==> src/rtl/jeopardy_button_conditioner.sv <==
// Purpose : conditions raw asynchronous player buttons for the jeopardy FSM.
//           Per channel: two-flop synchroniser, counter debounce, and an
//           optional registered rising-edge (press) pulse.
// Latency : a level change on btn_raw appears on btn_clean 2+DEBOUNCE_CYCLES
//           edges later; btn_press rises on the same edge as btn_clean.
// Backpressure: none; free-running level conditioner with no handshake.
// Build option: define BUTTON_PRESS_PULSE_EN to build the press-pulse register;
//           when it is undefined, btn_press is tied to 0.
// Ports   : clock     - 100 Hz game clock, rising edge active
//           reset     - synchronous active-low reset
//           btn_raw   - raw button levels, 1 = pressed (asynchronous)
//           btn_clean - debounced levels, 1 = pressed
//           btn_press - one-cycle pulse on each debounced 0->1 transition
module jeopardy_button_conditioner #(
   parameter int N               = 3,
   parameter int DEBOUNCE_CYCLES = 3,
   parameter int CNT_W           = 4
) (
   input  logic         clock,
   input  logic         reset,
   input  logic [N-1:0] btn_raw,
   output logic [N-1:0] btn_clean,
   output logic [N-1:0] btn_press
);

   // Count value at which one more disagreeing sample accepts the new level.
   localparam logic [CNT_W-1:0] CNT_LAST = CNT_W'(DEBOUNCE_CYCLES - 1);

   logic [N-1:0]     sync1_q;
   logic [N-1:0]     sync2_q;
   logic [N-1:0]     clean_q;
   logic [N-1:0]     clean_d;
   logic [CNT_W-1:0] cnt_q [N];
   logic [CNT_W-1:0] cnt_d [N];

   // Debounce: count consecutive synchronised samples that disagree with
   // the accepted level. Any agreeing sample restarts the count, so the
   // counter can never exceed CNT_LAST.
   always_comb begin
      clean_d = clean_q;
      for (int i = 0; i < N; i++) begin
         cnt_d[i] = '0;
         if (sync2_q[i] != clean_q[i]) begin
            if (cnt_q[i] == CNT_LAST) begin
               clean_d[i] = sync2_q[i];
            end else begin
               cnt_d[i] = cnt_q[i] + 1'b1;
            end
         end
      end
   end

   always_ff @(posedge clock) begin
      if (!reset) begin
         sync1_q <= '0;
         sync2_q <= '0;
         clean_q <= '0;
         for (int i = 0; i < N; i++) begin
            cnt_q[i] <= '0;
         end
      end else begin
         sync1_q <= btn_raw;
         sync2_q <= sync1_q;
         clean_q <= clean_d;
         for (int i = 0; i < N; i++) begin
            cnt_q[i] <= cnt_d[i];
         end
      end
   end

   assign btn_clean = clean_q;

`ifdef BUTTON_PRESS_PULSE_EN
   logic [N-1:0] press_q;
   logic [N-1:0] press_d;

   // Registered alongside clean_q, so the pulse lines up with the cycle in
   // which btn_clean first reads 1. Releases produce no pulse.
   assign press_d = clean_d & ~clean_q;

   always_ff @(posedge clock) begin
      if (!reset) begin
         press_q <= '0;
      end else begin
         press_q <= press_d;
      end
   end

   assign btn_press = press_q;
`else
   assign btn_press = '0;
`endif

endmodule

==> config.mk <==
export PLATFORM = sky130hd
export DESIGN_NAME = jeopardy_button_conditioner
export DESIGN_NICKNAME = d
export VERILOG_FILES = /design/src/rtl/jeopardy_button_conditioner.sv
export SDC_FILE = /design/constraint.sdc
export NUM_CORES = 1
export LEC_CHECK = 0
export CORE_MARGIN = 4
export CORE_UTILIZATION = 55
export CTS_BUF_LIST = sky130_fd_sc_hd__clkbuf_2 sky130_fd_sc_hd__clkbuf_4 sky130_fd_sc_hd__clkbuf_8
export DETAILED_ROUTE_END_ITERATION = 6
export HOLD_SLACK_MARGIN = 0.15
export PLACE_DENSITY = 0.83
export SLEW_MARGIN = 20
export SYNTH_ARGS = -nofsm -noshare
export SYNTH_HDL_FRONTEND = slang
export SYNTH_SLANG_ARGS = --single-unit
==> constraint.sdc <==
create_clock -name clock -period 2.4 [get_ports clock]
set_clock_uncertainty 0.2 [all_clocks]
set_input_delay 0.48 -clock clock [delete_from_list [all_inputs] [get_ports clock]]
set_output_delay 0.48 -clock clock [all_outputs]
set_load 0.03 [all_outputs]
== Word level (Yosys, flattened, before mapping) ==
Memory sizes are Yosys's and may differ from the RTL's.
Cells that the tools add are included.

* Word-level logic and storage cells: 32
* RAM bits: 12
* Register bits after elaboration: 9
* Memories kept: 1
* Bits of input ports: 5

* Bitwise operators: 3
* $add $sub $neg: 3
* Mux-type cells: 11
* Reduce and logical (&&, ||, !) cells: 3
* Equal/unequal tests: 6

{| class="wikitable"
|+ Memories
! memory !! words !! width !! rd ports !! clocked after Yosys merged registers in !! write ports !! RTL line !! source
|-
| cnt_q || 3 || 4 || 3 || 0 || 3 || 33 || <nowiki>logic [CNT_W-1:0] cnt_q [N];</nowiki>
|}

{| class="wikitable"
|+ Operators by type and width
! cell !! count
|-
| 2-to-1 mux 4 bit || 9
|-
| adder 4 x 1 -> 4 bit (second input constant) || 3
|-
| equality test 4 x 2 -> 1 bit (second input constant) || 3
|-
| AND reduction 2 bit || 3
|-
| inequality test 1 bit || 3
|-
| OR 1 bit || 3
|-
| 2-to-1 mux 1 bit || 2
|}

== Logic depth before layout (Yosys ltp) ==
An unclocked memory read counts as a cell.

* Word-level depth: 5
* Depth in mapped cells: 5
* Gate-level depth less buffers: 5

== Least setup slack after synthesis ==
No wires, ideal clock.

* Path type: flip-flop to flip-flop
* Start: mem cnt_q[0][0]
* End: mem cnt_q[0][2]
* Stages on the path, launching flop included: 6
* Path slack: 1.125 ns
* Period minus slack after synthesis: 1.275 ns
* Arrival: 1.011 ns
* Buffers on the path: 0
* Library setup time: 0.065 ns
* Path through: dfxtp_1 inv_1 ha_1 nor3b_2 nand3b_1 nor2_1

{| class="wikitable"
|+ RTL lines
! what !! RTL line
|-
| from (decl) || 33
|}

== Worst setup path after layout ==
* Start: reg clean_q[1] (netlist: btn_clean[1])
* End: out btn_clean[1]

{| class="wikitable"
|+ RTL lines
! what !! RTL line !! source
|-
| from (decl) || 31 || <nowiki>logic [N-1:0] clean_q;</nowiki>
|-
| from (signal assigned) || 64 || <nowiki>clean_q <= clean_d;</nowiki>
|-
| to (decl) || 22 || <nowiki>output logic [N-1:0] btn_clean,</nowiki>
|}

No word-level cell between the ends.

==> results by group <==
Routing
  • DR pass1 iterations: 4
  • Vias post-DR: 470
  • DRT antenna net count: 0
  • Vias per std cell: 4.65
  • Drt wl/cell: 9.70 um
  • Drt total wl: 980 um
  • Remaining DRCs: 0
  • Initial DRC Count: 1

Placed design
  • Placed Area: around 890 um^2
  • Gpl congestion: 0.707
  • Port Buf Inserts: 7
  • Hpwl dp: 763 um

Setup path
  • Critical R2R Launch: cnt_q[0][0]$_SDFF_PP0_
  • Crit path DAT: 1.36 ns
  • Depth of the worst register-to-register path: 5
  • Worst r2r dst: cnt_q[0][0]$_SDFF_PP0_
  • Crit-path max cell delay: 0.69 ns
  • Worst setup path start: btn_clean[1]$_SDFFE_PN0P_
  • Crit path buf inv count: 1
  • CP Max Fanout: 3
  • Worst setup SP type: flop
  • Cell Chain, Critical Path: clkdlybuf4s50_1
  • Crit. End Element: output pin
  • Crit-path slowest cell: clkdlybuf4s50_1
  • WS Path Type: reg2out
  • CP top delay family: buffers and inverters
  • Data required, critical path: 1.72 ns
  • R2R setup slack: 0.99 ns

Yosys
  • Synth cell types: 15
  • YS warnings: 0
  • Synth top cells by count: 21 x dfxtp_1, 12 x nor2_1, 6 x and2_1, 6 x ha_1, 6 x xor2_1
  • Ys async rst share: 0
  • Most frequent cell after synthesis: dfxtp_1
  • Synthesized instance count: 77
  • Avg Cell Area, Syn: 10.7 um^2
  • Synth top area share: 0.511
  • Register area share after synthesis: 0.511
  • Top cells by area, synth: dfxtp_1 51%, ha_1 9.1%, xor2_1 6.4%
  • Post-synth top area cell: dfxtp_1
  • EDFF count, synth: 0
  • FF+latch count, synth: 21
  • Synth Flop Type: dfxtp_1
  • Post-Synthesis Cell Area: 823 um^2

Run status
  • Status: complete, no violations

CTS
  • Cts bufs inserted: 3
  • Clk root buf: clkbuf_4
  • Clock latency on the worst-skew pair: 0.29 ns
  • Post CTS Setup Buffer Count: 0
  • CTS tree: built
  • Hold_buf cts: 0
  • H-tree depth: 1
  • Clock Sink Count: 21
  • Reg clk slew, reported paths: 0.11 ns
  • Max clock buf depth: 2
  • Cts repair resizes: 0

STA
  • Post-route minimum period: around 2.0 ns
  • Final setup viols: 0
  • Slew Limit Fails: 0
  • RSZ-0062 raised after global routing: false
  • Period utilisation layout: 0.849
  • Final Hold Fails: 0
  • Max Freq: 0.491 GHz
  • Setup TNS: 0 ns

Die
  • I/O Pins: 11
  • Die height: roughly 47 um
  • Die width: 46.7 um
  • Initial Util: 0.610
  • Die area: approximately 0.0022 mm^2
  • Core Region: 0.00135 mm^2
  • FP Rows: 13

Run
  • Max_cap viols: 0

Pwr
  • Leak Pwr: 0.000383 uW
  • Sw Share: 0.196
  • Worst IR Drop VDD: 543 uV
  • Comb power frac: 0.043
  • Tot Pwr: 549 uW
  • Int Power: 441 uW
  • Seq pwr share: 0.652
  • NetSw: 107 uW
  • Clock Power Share: 0.305
  • P per Cell Area: 595 mW/mm^2

Min path
  • Min-delay src: sync1_q[1]$_SDFF_PN0_
  • Hold Path Class: reg2reg
  • Worst Hold End: sync2_q[1]$_SDFF_PN0_
  • WHS Path Cells: 1

Global route
  • GRT Util Overall: 0.119
  • Largest net degree at the start of global routing: 13
  • First-pass GRT wire length: 1.78 mm
  • Initial antenna violation count: 0
  • Total grt overflow: 0
  • Vias in the first global route: 436

Finish
  • Layout area overhead: 12.0%
  • Fin area: approximately 920 um^2
  • Share of cells above drive strength 1: 0.0814
  • Ant. Diodes: 0
  • Layout Nets: 98
## registers in the layout, summed over array words and instances, names as in the netlist
| signal | cells |
|---|---|
| cnt_q | 12 |
| btn_clean | 3 |
| sync1_q | 3 |
| sync2_q | 3 |
## kinds of logic after synthesis
group                    Yosys count  share of synthesized area
adder cells (fa/ha/maj)            6                     0.0912
buffers and inverters              7                     0.0471
other                              1                    0.00455
XOR/XNOR                           9                     0.0958
multiplexers                       3                     0.0365
AND/OR/NAND/NOR                   30                      0.214
flip-flops                        21                      0.511
## how the worst max path moves through the flow
stage	to	slack, ns	cells past startpoint
after detailed placement	cnt_q[0][0]$_SDFF_PP0_	0.65	3
after CTS	btn_clean[1]	0.34	1
final	btn_clean[1]	0.36	1
after global placement	cnt_q[0][6]$_SDFF_PP0_	0.67	3
after global routing	btn_clean[1]	0.29	1
after floorplan	cnt_q[0][2]$_SDFF_PP0_	1.12	5
## stage by stage
step	utilization	instances	setup slack, ns	hold slack, ns
floorplan	-	79	1.12	0.212
global placement	0.661	97	0.673	0.215
detailed placement	0.661	97	0.653	0.218
CTS	0.683	101	0.338	0.247
global route	0.683	101	0.286	0.259
finish	0.683	101	0.362	0.245
## per-layer routing
layer  vias to the layer above  track usage  wire, um
met3                         2       0.0391        66
met4                         0       0.0663        16
met1                       202        0.160       505
met5                         -            0         0
li1                        255            -         -
met2                        11        0.165       392
## cells in the final DEF, fill, tap and decap left out, drive strengths merged
cell,instances
xor2,6
inv,3
nor2b,3
nand3,3
xnor2,3
nor3b,3
clkbuf,4
conb,3
and2,6
nor2,12
mux2i,3
ha,6
nand3b,3
dfxtp,21
clkdlybuf4s50,7
## final cells by class
cell class | instances | area, um^2
Fill cell | 120 | 428
Sequential cell | 21 | 420
Multi-Input combinational cell | 51 | 372
Timing Repair Buffer | 7 | 70.1
Clock buffer | 4 | 30.0
Tap cell | 15 | 18.8
Inverter | 3 | 11.3
## power by group through the flow
stage                     sequential [uW]  clock [uW]  combinational (uW)
after global routing                  359         187                26.5
after CTS                             358         173                23.8
final                                 358         167                23.5
after floorplan                       365           0                19.7
after detailed placement              366           0                23.7
after global placement                366           0                23.4
Power figures use the tool's default switching activity.
